$ cat config.mk
export PLATFORM = sky130hd
export DESIGN_NAME = nrs_est_ctrl_flat
export DESIGN_NICKNAME = d
export VERILOG_FILES = /design/src/rtl/nrs_est_ctrl_if.sv /design/src/rtl/nrs_est_ctrl.sv /design/src/flat_wrapper.sv
export SDC_FILE = /design/constraint.sdc
export NUM_CORES = 1
export LEC_CHECK = 0
export CAP_MARGIN = 30
export CORE_ASPECT_RATIO = 1.4
export CORE_UTILIZATION = 45
export CTS_CLUSTER_SIZE = 10
export DETAILED_ROUTE_END_ITERATION = 12
export GPL_TIMING_DRIVEN = 0
export PLACE_DENSITY = 0.87
export REMOVE_ABC_BUFFERS = 1
export SYNTH_ARGS = -nofsm -noshare
export SYNTH_HDL_FRONTEND = slang
export SYNTH_SLANG_ARGS = --single-unit
$ cat constraint.sdc
create_clock -name clk -period 4.4 [get_ports clk]
set_clock_uncertainty 0.05 [all_clocks]
set_input_delay 0.88 -clock clk [delete_from_list [all_inputs] [get_ports clk]]
set_output_delay 0.88 -clock clk [all_outputs]
set_load 0.02 [all_outputs]
$ cat src/rtl/nrs_est_ctrl_if.sv
// Pilot stream, multiplier control and estimate-read signals of the NRS estimation sequencer.
// The master side is the surrounding datapath/environment; the slave side is nrs_est_ctrl.
interface nrs_est_ctrl_if #(
   parameter int WIDTH_R_I = 16,
   parameter int ADDR_W    = 2
);
   logic                 start;
   logic                 pilot_valid;
   logic                 pilot_ready;
   logic [WIDTH_R_I-1:0] rx_r_in;
   logic [WIDTH_R_I-1:0] rx_i_in;
   logic                 nrs_r_in;
   logic                 nrs_i_in;
   logic [WIDTH_R_I-1:0] rx_r;
   logic [WIDTH_R_I-1:0] rx_i;
   logic                 nrs_r;
   logic                 nrs_i;
   logic                 mult_en;
   logic [ADDR_W-1:0]    mult_wr_addr;
   logic [ADDR_W-1:0]    mult_rd_addr;
   logic                 est_valid;
   logic                 rd_req;
   logic [ADDR_W-1:0]    rd_idx;
   logic                 rd_ack;
   logic                 est_release;
   logic                 err;

   modport master (
      output start, pilot_valid, rx_r_in, rx_i_in, nrs_r_in, nrs_i_in,
             rd_req, rd_idx, est_release,
      input  pilot_ready, rx_r, rx_i, nrs_r, nrs_i, mult_en, mult_wr_addr,
             mult_rd_addr, est_valid, rd_ack, err
   );

   modport slave (
      input  start, pilot_valid, rx_r_in, rx_i_in, nrs_r_in, nrs_i_in,
             rd_req, rd_idx, est_release,
      output pilot_ready, rx_r, rx_i, nrs_r, nrs_i, mult_en, mult_wr_addr,
             mult_rd_addr, est_valid, rd_ack, err
   );
endinterface

$ cat src/rtl/nrs_est_ctrl.sv
// Sequencer feeding NRS pilots to the channel-estimation multiplier and serving estimate reads.
// Optional COLLECT idle timeout is built when NRS_EST_TIMEOUT_EN is defined.
//
// state      | meaning
// IDLE       | waiting for start
// COLLECT    | accepting pilots; each accept schedules one multiplier write
// WRITE_LAST | final pilot's write in flight
// READY      | all estimates stored; serving indexed reads until released
module nrs_est_ctrl #(
   parameter int WIDTH_R_I  = 16,
   parameter int NUM_PILOTS = 4,
   parameter int ADDR_W     = 2
`ifdef NRS_EST_TIMEOUT_EN
  ,parameter int TIMEOUT_CYC = 64
`endif
) (
   input logic           clk,
   input logic           rst,
   nrs_est_ctrl_if.slave bus
);

   typedef enum logic [1:0] {IDLE, COLLECT, WRITE_LAST, READY} state_t;

   state_t               state_q, state_d;
   logic [ADDR_W-1:0]    cnt_q, cnt_d;
   logic [WIDTH_R_I-1:0] rx_r_q, rx_r_d, rx_i_q, rx_i_d;
   logic                 nrs_r_q, nrs_r_d, nrs_i_q, nrs_i_d;
   logic                 mult_en_q, mult_en_d;
   logic [ADDR_W-1:0]    wr_addr_q, wr_addr_d;
   logic [ADDR_W-1:0]    rd_addr_q, rd_addr_d;
   logic                 est_valid_q, est_valid_d;
   logic                 rd_ack_q, rd_ack_d;
   logic                 pready;
   logic                 accept;

`ifdef NRS_EST_TIMEOUT_EN
   localparam int TO_W = $clog2(TIMEOUT_CYC + 1);
   localparam logic [TO_W-1:0] TO_LAST = TO_W'(TIMEOUT_CYC - 1);
   logic [TO_W-1:0] to_q, to_d;
   logic            err_q, err_d;
`endif

   // A restart pulse closes the pilot port so no pilot straddles two subframes.
   assign pready = (state_q == COLLECT) & ~bus.start;
   assign accept = pready & bus.pilot_valid;

   always_comb begin
      state_d   = state_q;
      cnt_d     = cnt_q;
      rx_r_d    = rx_r_q;
      rx_i_d    = rx_i_q;
      nrs_r_d   = nrs_r_q;
      nrs_i_d   = nrs_i_q;
      mult_en_d = 1'b0;
      wr_addr_d = wr_addr_q;
      rd_addr_d = rd_addr_q;
      rd_ack_d  = 1'b0;
`ifdef NRS_EST_TIMEOUT_EN
      to_d      = '0;
      err_d     = 1'b0;
`endif
      case (state_q)
         IDLE:       state_d = IDLE;
         COLLECT: begin
            if (accept) begin
               rx_r_d    = bus.rx_r_in;
               rx_i_d    = bus.rx_i_in;
               nrs_r_d   = bus.nrs_r_in;
               nrs_i_d   = bus.nrs_i_in;
               mult_en_d = 1'b1;
               wr_addr_d = cnt_q;
               if (cnt_q == ADDR_W'(NUM_PILOTS - 1)) begin
                  cnt_d   = '0;
                  state_d = WRITE_LAST;
               end else begin
                  cnt_d = cnt_q + 1'b1;
               end
            end
`ifdef NRS_EST_TIMEOUT_EN
            else if (to_q == TO_LAST) begin
               err_d   = 1'b1;
               state_d = IDLE;
            end else begin
               to_d = to_q + 1'b1;
            end
`endif
         end
         WRITE_LAST: state_d = READY;
         READY: begin
            if (bus.rd_req) begin
               rd_addr_d = bus.rd_idx;
               rd_ack_d  = 1'b1;
            end
            if (bus.est_release) state_d = IDLE;
         end
         default:    state_d = IDLE;
      endcase
      // start outranks release and restarts from any state
      if (bus.start) begin
         state_d = COLLECT;
         cnt_d   = '0;
`ifdef NRS_EST_TIMEOUT_EN
         to_d    = '0;
`endif
      end
      est_valid_d = (state_d == READY);
   end

   always_ff @(posedge clk or negedge rst) begin
      if (!rst) begin
         state_q     <= IDLE;
         cnt_q       <= '0;
         rx_r_q      <= '0;
         rx_i_q      <= '0;
         nrs_r_q     <= 1'b0;
         nrs_i_q     <= 1'b0;
         mult_en_q   <= 1'b0;
         wr_addr_q   <= '0;
         rd_addr_q   <= '0;
         est_valid_q <= 1'b0;
         rd_ack_q    <= 1'b0;
      end else begin
         state_q     <= state_d;
         cnt_q       <= cnt_d;
         rx_r_q      <= rx_r_d;
         rx_i_q      <= rx_i_d;
         nrs_r_q     <= nrs_r_d;
         nrs_i_q     <= nrs_i_d;
         mult_en_q   <= mult_en_d;
         wr_addr_q   <= wr_addr_d;
         rd_addr_q   <= rd_addr_d;
         est_valid_q <= est_valid_d;
         rd_ack_q    <= rd_ack_d;
      end
   end

`ifdef NRS_EST_TIMEOUT_EN
   always_ff @(posedge clk or negedge rst) begin
      if (!rst) begin
         to_q  <= '0;
         err_q <= 1'b0;
      end else begin
         to_q  <= to_d;
         err_q <= err_d;
      end
   end
   assign bus.err = err_q;
`else
   assign bus.err = 1'b0;
`endif

   assign bus.pilot_ready  = pready;
   assign bus.rx_r         = rx_r_q;
   assign bus.rx_i         = rx_i_q;
   assign bus.nrs_r        = nrs_r_q;
   assign bus.nrs_i        = nrs_i_q;
   assign bus.mult_en      = mult_en_q;
   assign bus.mult_wr_addr = wr_addr_q;
   assign bus.mult_rd_addr = rd_addr_q;
   assign bus.est_valid    = est_valid_q;
   assign bus.rd_ack       = rd_ack_q;

endmodule

$ cat src/flat_wrapper.sv
// flat-port wrapper written by rule: the top's interface ports become plain ports
module nrs_est_ctrl_flat 
#(
   parameter int WIDTH_R_I  = 16,
   parameter int NUM_PILOTS = 4,
   parameter int ADDR_W     = 2

)
  (clk, rst, bus_start, bus_pilot_valid, bus_rx_r_in, bus_rx_i_in, bus_nrs_r_in, bus_nrs_i_in, bus_rd_req, bus_rd_idx, bus_est_release, bus_pilot_ready, bus_rx_r, bus_rx_i, bus_nrs_r, bus_nrs_i, bus_mult_en, bus_mult_wr_addr, bus_mult_rd_addr, bus_est_valid, bus_rd_ack, bus_err);
  nrs_est_ctrl_if #(.WIDTH_R_I(WIDTH_R_I), .ADDR_W(ADDR_W)) bus_i ();
  input logic clk;
  input logic rst;
  input wire logic [$bits(bus_i.start)-1:0] bus_start;
  input wire logic [$bits(bus_i.pilot_valid)-1:0] bus_pilot_valid;
  input wire logic [$bits(bus_i.rx_r_in)-1:0] bus_rx_r_in;
  input wire logic [$bits(bus_i.rx_i_in)-1:0] bus_rx_i_in;
  input wire logic [$bits(bus_i.nrs_r_in)-1:0] bus_nrs_r_in;
  input wire logic [$bits(bus_i.nrs_i_in)-1:0] bus_nrs_i_in;
  input wire logic [$bits(bus_i.rd_req)-1:0] bus_rd_req;
  input wire logic [$bits(bus_i.rd_idx)-1:0] bus_rd_idx;
  input wire logic [$bits(bus_i.est_release)-1:0] bus_est_release;
  output wire logic [$bits(bus_i.pilot_ready)-1:0] bus_pilot_ready;
  output wire logic [$bits(bus_i.rx_r)-1:0] bus_rx_r;
  output wire logic [$bits(bus_i.rx_i)-1:0] bus_rx_i;
  output wire logic [$bits(bus_i.nrs_r)-1:0] bus_nrs_r;
  output wire logic [$bits(bus_i.nrs_i)-1:0] bus_nrs_i;
  output wire logic [$bits(bus_i.mult_en)-1:0] bus_mult_en;
  output wire logic [$bits(bus_i.mult_wr_addr)-1:0] bus_mult_wr_addr;
  output wire logic [$bits(bus_i.mult_rd_addr)-1:0] bus_mult_rd_addr;
  output wire logic [$bits(bus_i.est_valid)-1:0] bus_est_valid;
  output wire logic [$bits(bus_i.rd_ack)-1:0] bus_rd_ack;
  output wire logic [$bits(bus_i.err)-1:0] bus_err;
  assign bus_i.start = bus_start;
  assign bus_i.pilot_valid = bus_pilot_valid;
  assign bus_i.rx_r_in = bus_rx_r_in;
  assign bus_i.rx_i_in = bus_rx_i_in;
  assign bus_i.nrs_r_in = bus_nrs_r_in;
  assign bus_i.nrs_i_in = bus_nrs_i_in;
  assign bus_i.rd_req = bus_rd_req;
  assign bus_i.rd_idx = bus_rd_idx;
  assign bus_i.est_release = bus_est_release;
  assign bus_pilot_ready = bus_i.pilot_ready;
  assign bus_rx_r = bus_i.rx_r;
  assign bus_rx_i = bus_i.rx_i;
  assign bus_nrs_r = bus_i.nrs_r;
  assign bus_nrs_i = bus_i.nrs_i;
  assign bus_mult_en = bus_i.mult_en;
  assign bus_mult_wr_addr = bus_i.mult_wr_addr;
  assign bus_mult_rd_addr = bus_i.mult_rd_addr;
  assign bus_est_valid = bus_i.est_valid;
  assign bus_rd_ack = bus_i.rd_ack;
  assign bus_err = bus_i.err;
  nrs_est_ctrl #(.WIDTH_R_I(WIDTH_R_I), .NUM_PILOTS(NUM_PILOTS), .ADDR_W(ADDR_W)) u_core (.clk(clk), .rst(rst), .bus(bus_i));
endmodule
==> metrics.yaml, run 1 <==
io-pin-count: 85
max_freq_mhz: 305
grt.overflow.total: 0
setup-tns-final_ps: 0
vias_per_cell: 5.07
post_synth_main_area_contributors: "dfrtp_1 59%, mux2_4 23%, mux2_2 5.9%"
clockBufferDepth: 2
maxSlewHeadroom_pct: 56.2
synth_top_cell_area_share_pct: 58.8
synth-async-reset-ratio_pct: 100
post_route_cells_drive_above_1_share_pct: 27.0
drt_first_iter_violations: 23
crit_path_end_kind: "output pin"
clk_transition_reported_paths_ps: 80
setup_violations: 0
hp-class: "in2async"
worst_ep_required_time_ps: 3470
average_instance_area_after_synthesis_um2: 17.7
grt_pass1_vias: 1376
io_buffers: 83
final_antenna_net_count: 0
wire_per_inst_um: 17.5
unrepaired_setup_endpoints_after_global_routing: "false"
ratio_of_final_minimum_period_to_clock_period_pct: 74.4
global_route.usage.total_pct: 20.5
post_synth_inst_count: 108
max-cap-violations: 0
chipWidth_um: 57.1
worst-path-buf-inv: 2
worst_margin_pin_slew_ps: 656
firstDrtPassIters: 8
reg2reg_from: "u_core.state_q[1]"
crit_path_start_kind: "primary input"
number_of_enable_flip_flop_cells_after_synthesis: 0
netlist.top_cell.by_area: "dfrtp_1"
critPathTopFamily: "buffers and inverters"
drc: 6
cts_root_buffer: "clkbuf_8"
outcome: "finished with violations"
cts-buffers-inserted: 5
fin_ws_ps: 1120
row_count: 27
clock_latency_on_the_worst_skew_pair_ps: 290
report.final.slew_viol_count: 0
biggest_cell_delay_along_the_critical_path_ps: 630
reg2reg_slack_ps: 2350
mappedNetlistArea_um2: 1920
hpwlAfterDp_mm: 3.12
setup.worst_path.class: "in2out"
synth-seq-area-share_pct: 58.8
report.final.hold_viol_count: 0
design.final.nets: 240
preCtsSetupSlack_ps: 1120
final_estimated_routing_congestion_in_global_placement: 0.719
crit_top_cell: "clkdlybuf4s50_1"
max-vdd-ir-drop_uv: 274
antennaDiodeCount: 0
worst_ep_arrival_ps: 2350
filler_cell_count: 288
power.leakage_nw: 1.26
core_area_um2: 4020
failed_checks: "design-rule violations"
number_of_antenna_violations_at_the_first_check_in_global_routing: 0
die_area_um2: 4530
maximum_number_of_pins_on_one_net_before_global_route_repair: 45
post-synth-top-count-cell: "dfrtp_1"
die_y_um: 79.2
via_count: 1211
synth_top_flop_cell: "dfrtp_1"
min_period_ps: 3280
p_per_area_nw_per_um2: 386
r2r.worst_path.cells: 4
library_cells_used_by_synthesis: 22
synth_warn: 0
worst-path-max-fanout: 10
cts_repair_resize_count: 0
slowest_stage_cell_on_the_critical_path: "clkdlybuf4s50_1"
syn2layout_area_growth_pct: 48.7
netlist_top_cells_count: "45 x dfrtp_1, 29 x mux2_4, 10 x mux2_2"
first_pass_grt_wire_length_mm: 6.87
cts_setup_buffers: 0
synth.ff_latch_count: 45
crit_chain: "clkdlybuf4s50_1 -> nor3b_1 -> clkdlybuf4s50_1"
tritoncts_num_sinks: 45
tritoncts: "done"
cts_hold_buf: 0
initial_utilization_pct: 47.7
wirelength_mm: 4.18
worstReg2RegEnd: "u_core.bus.rx_i[11]"
h-tree-depth: 2
==> state kept, by name, indices dropped and copies added (netlist names) <==
signal and cells:
u_core.bus.rx_i 16, u_core.bus.mult_rd_addr 2, u_core.bus.nrs_r 1, u_core.bus.mult_wr_addr 2, u_core.bus.rx_r 16, u_core.bus.est_valid 1, u_core.bus.mult_en 1, u_core.cnt_q 2
u_core.bus.rd_ack 1, u_core.bus.nrs_i 1, u_core.state_q 2
==> stage by stage <==
step / power, mW / hold WS (ps) / utilization (%) / std cells / cell area [µm²]
2_1_floorplan: 0.686 / 459 / - / 102 / 1830
3_3_place_gp: 0.862 / 439 / 67.4 / 228 / 2710
3_5_place_dp: 0.879 / 442 / 69.0 / 233 / 2770
4_1_cts: 1.12 / 308 / 70.8 / 239 / 2850
5_1_grt: 1.15 / 304 / 70.8 / 239 / 2850
6_report: 1.10 / 319 / 70.8 / 239 / 2850
==> cell usage in the layout (no fill, tap or decap) <==
cell and n:
clkinv_2 1, nor3b_1 1, buf_8 1, mux2_4 29, and3b_1 1, mux2_2 10
nor2_1 1, a21oi_1 1, clkdlybuf4s50_1 82, nand2b_1 2, mux2i_1 1, buf_2 1
a21bo_2 1, nor3_1 1, a21boi_0 1, and2b_1 1, dfrtp_1 45, ha_1 1
and3_1 1, nor4bb_4 1, nand4b_1 2, buf_12 1, conb_1 1, o31a_1 1
buf_6 3, clkbuf_8 5
==> worst register-to-register path: stages, from the launching register on <==
cell and delay [ps]:
dfrtp_1 480, nor4bb_4 670, buf_8 250, buf_6 180, mux2_4 310
==> power breakdown <==
part	internal, mW	total (mW)	switching [mW]
combinational	0.213	0.360	0.147
clock	0.104	0.229	0.124
sequential	0.474	0.511	0.0373
==> per-layer routing <==
metal	wire (µm)	track usage, %	vias to the layer above
met5	0	0	-
met1	1560	23.2	610
met4	63	7.32	0
met3	228	4.72	6
li1	-	-	552
met2	2330	37.3	43
==> worst max path at each step <==
stage	from	end	slack, ps	depth (start not counted)
after floorplan	bus_pilot_valid	u_core.bus.nrs_i	1070	2
after global placement	bus_start	u_core.bus.rx_r[8]	70	3
after detailed placement	bus_start	bus_pilot_ready	1120	3
after CTS	bus_start	bus_pilot_ready	1110	3
after global routing	bus_start	bus_pilot_ready	1030	3
final	bus_start	bus_pilot_ready	1120	3
==> cell families (layout without fill, tap and decap cells) <==
| logic type | count (synthesis) | count (layout) | synth area share [%] |
|---|---|---|---|
| flip-flops | 45 | 45 | 58.8 |
| AO/OA/AOI/OAI | 4 | 4 | 1.63 |
| AND/OR/NAND/NOR | 11 | 11 | 4.90 |
| adder cells (fa/ha/maj) | 1 | 1 | 0.653 |
| buffers and inverters | 6 | 94 | 4.70 |
| multiplexers | 40 | 40 | 29.1 |
| other | 1 | 1 | 0.196 |
==> layout make-up <==
| class | count | area (µm²) | area share, % |
|---|---|---|---|
| Sequential cell | 45 | 1130 | 39.5 |
| Timing Repair Buffer | 88 | 895 | 31.4 |
| Multi-Input combinational cell | 57 | 699 | 24.6 |
| Clock buffer | 5 | 68.8 | 2.42 |
| Tap cell | 43 | 53.8 | 1.89 |
| Clock inverter | 1 | 5.00 | 0.176 |
Power figures use the tool's default switching activity.
==> run 2, diff against run 1 <==
CORE_UTILIZATION = 41   (was 45)
PLACE_DENSITY = 0.81   (was 0.87)
clock period = 3.1 ns   (was 4.4 ns; I/O delays follow)
==> run 2 against run 1 <==
  * The run now ends clean
  * Power increased by 46%
  * Clock power up 64%
  * Core utilization is 6.7 points lower
  * Non-clock buffer count shrank 1
  * Critical path depth unchanged
  * Global-route usage shrank 2.4 points
  * First-iteration DRC count grew 65%
  * Highest routed layer unchanged
==> metrics.yaml, run 2 (synthesized netlist as in run 1, its figures left out) <==
total_power_mw: 1.61  # was 1.10 mW
h-tree-depth: 2  # unchanged
report.final.hold_viol_count: 0  # unchanged
worst_margin_pin_slew_ps: 656  # about the same
worst_ep_arrival_ps: 2110  # was 2350 ps
setup-tns-final_ps: 0  # unchanged
maxSlewHeadroom_pct: 56.2  # about the same
maximum_number_of_pins_on_one_net_before_global_route_repair: 24  # was 45
unrepaired_setup_endpoints_after_global_routing: "false"  # unchanged
min_period_ps: 2780
antennaDiodeCount: 0  # unchanged
hp-class: "in2async"  # unchanged
worst_hold_slack_ps: 257  # was 319 ps
p_per_area_nw_per_um2: 557  # was 386 nW/µm²
design.final.nets: 239  # was 240
number_of_antenna_violations_at_the_first_check_in_global_routing: 0  # unchanged
max_freq_mhz: 359
syn2layout_area_growth_pct: 50.7  # was 48.7%
cts_repair_resize_count: 0  # unchanged
setup_violations: 0  # unchanged
io-pin-count: 85  # unchanged
clock_latency_on_the_worst_skew_pair_ps: 300  # was 290 ps
wirelength_mm: 4.16  # was 4.18 mm
chipWidth_um: 59.8  # was 57.1 µm
via_count: 1209  # was 1211
die_y_um: 82.9  # was 79.2 µm
outcome: "complete, no violations"  # was finished with violations
report.final.slew_viol_count: 0  # unchanged
max-cap-violations: 0  # unchanged
hpwlAfterDp_mm: 3.17  # was 3.12 mm
cts-buffers-inserted: 5  # unchanged
die_area_um2: 4950  # was 4530 µm²
vias_per_cell: 4.67  # was 5.07
io_buffers: 83  # unchanged
tritoncts: "done"  # unchanged
core_area_um2: 4500  # was 4020 µm²
mostFrequentLayoutCell: "clkdlybuf4s50_1"  # unchanged
row_count: 29  # was 27
first_pass_grt_wire_length_mm: 6.59  # was 6.87 mm
drt_first_iter_violations: 38  # was 23
global_route.usage.total_pct: 18.1  # was 20.5%
ratio_of_final_minimum_period_to_clock_period_pct: 89.8
worst-path-max-fanout: 10  # unchanged
wire_per_inst_um: 16.1  # was 17.5 µm
cts_root_buffer: "clkbuf_8"  # unchanged
tritoncts_num_sinks: 45  # unchanged
worst_ep_required_time_ps: 2430  # was 3470 ps
clk_transition_reported_paths_ps: 80  # about the same
most-common-layout-cells: "82 x clkdlybuf4s50_1, 45 x dfrtp_1, 29 x mux2_4"  # unchanged
initial_utilization_pct: 42.6  # was 47.7%
setup.worst_path.class: "in2out"  # unchanged
post_route_cells_drive_above_1_share_pct: 27.4  # was 27.0%
finalCoreUtilization_pct: 64.2  # was 70.8%
crit_path_end_kind: "output pin"  # unchanged
clockBufferDepth: 2  # unchanged
max-vdd-ir-drop_uv: 394  # was 274 µV
grt.overflow.total: 0  # unchanged
grt_pass1_vias: 1346  # was 1376
crit_path_start_kind: "primary input"  # unchanged
drc: 0  # was 6
final_antenna_net_count: 0  # unchanged
power.leakage_nw: 1.27  # was 1.26 nW
final_estimated_routing_congestion_in_global_placement: 0.697  # was 0.719
cts_hold_buf: 0  # unchanged
firstDrtPassIters: 4  # was 8
cts_setup_buffers: 0  # unchanged
run 2: cell count changes in the layout (fill, tap and decap cells not counted), sizes merged:
| cell | previous run | this run |
|---|---|---|
| clkinv | 1 | 2 |
| buf | 6 | 5 |
| clkbuf | 5 | 6 |
run 2: worst max-delay path, cell delays in order:
cell	delay, ps
clkdlybuf4s50_1	590
nor3b_1	270
clkdlybuf4s50_1	640
run 2: report_power, final:
group	leakage, nW	internal, mW	switching (mW)
clock	0.0512	0.181	0.196
sequential	0.543	0.672	0.0502
combinational	0.674	0.301	0.208
run 2: routing by layer:
metal / wire [µm] / vias to the layer above / track usage (%)
met5: 0 / - / 0
met4: 100 / 0 / 7.61
met3: 208 / 11 / 4.98
met2: 2330 / 42 / 32.1
met1: 1520 / 604 / 19.3
li1: - / 552 / -
run 2: worst paths after layout:
check                                    startpoint                   to  slack (ps)  cells after the start
worst min register to register  u_core.bus.rx_r[10]  u_core.bus.rx_r[10]         460                      1
worst max-delay path                      bus_start      bus_pilot_ready         320                      3
min in group clk                u_core.bus.rx_r[10]  u_core.bus.rx_r[10]         460                      1
max in group asynchronous                       rst      u_core.cnt_q[1]        2240                      2
worst min-delay path                            rst   u_core.bus.rx_i[1]         260                      1
worst max register to register    u_core.state_q[1]   u_core.bus.rx_r[6]         970                      4
run 2: final cells by class:
class,instances,area (µm²)
Fill cell,375,1610
Tap cell,62,77.6
Clock inverter,2,13.8
Multi-Input combinational cell,57,699
Clock buffer,6,82.6
Timing Repair Buffer,87,887
Sequential cell,45,1130
run 2: per-stage QoR:
step                      std cells  cell area, µm²  setup WS (ps)
after floorplan                 102            1830           27.9
after global placement          247            2730           -995
after detailed placement        251            2790            214
after CTS                       259            2890            298
after global routing            259            2890            258
final                           259            2890            316
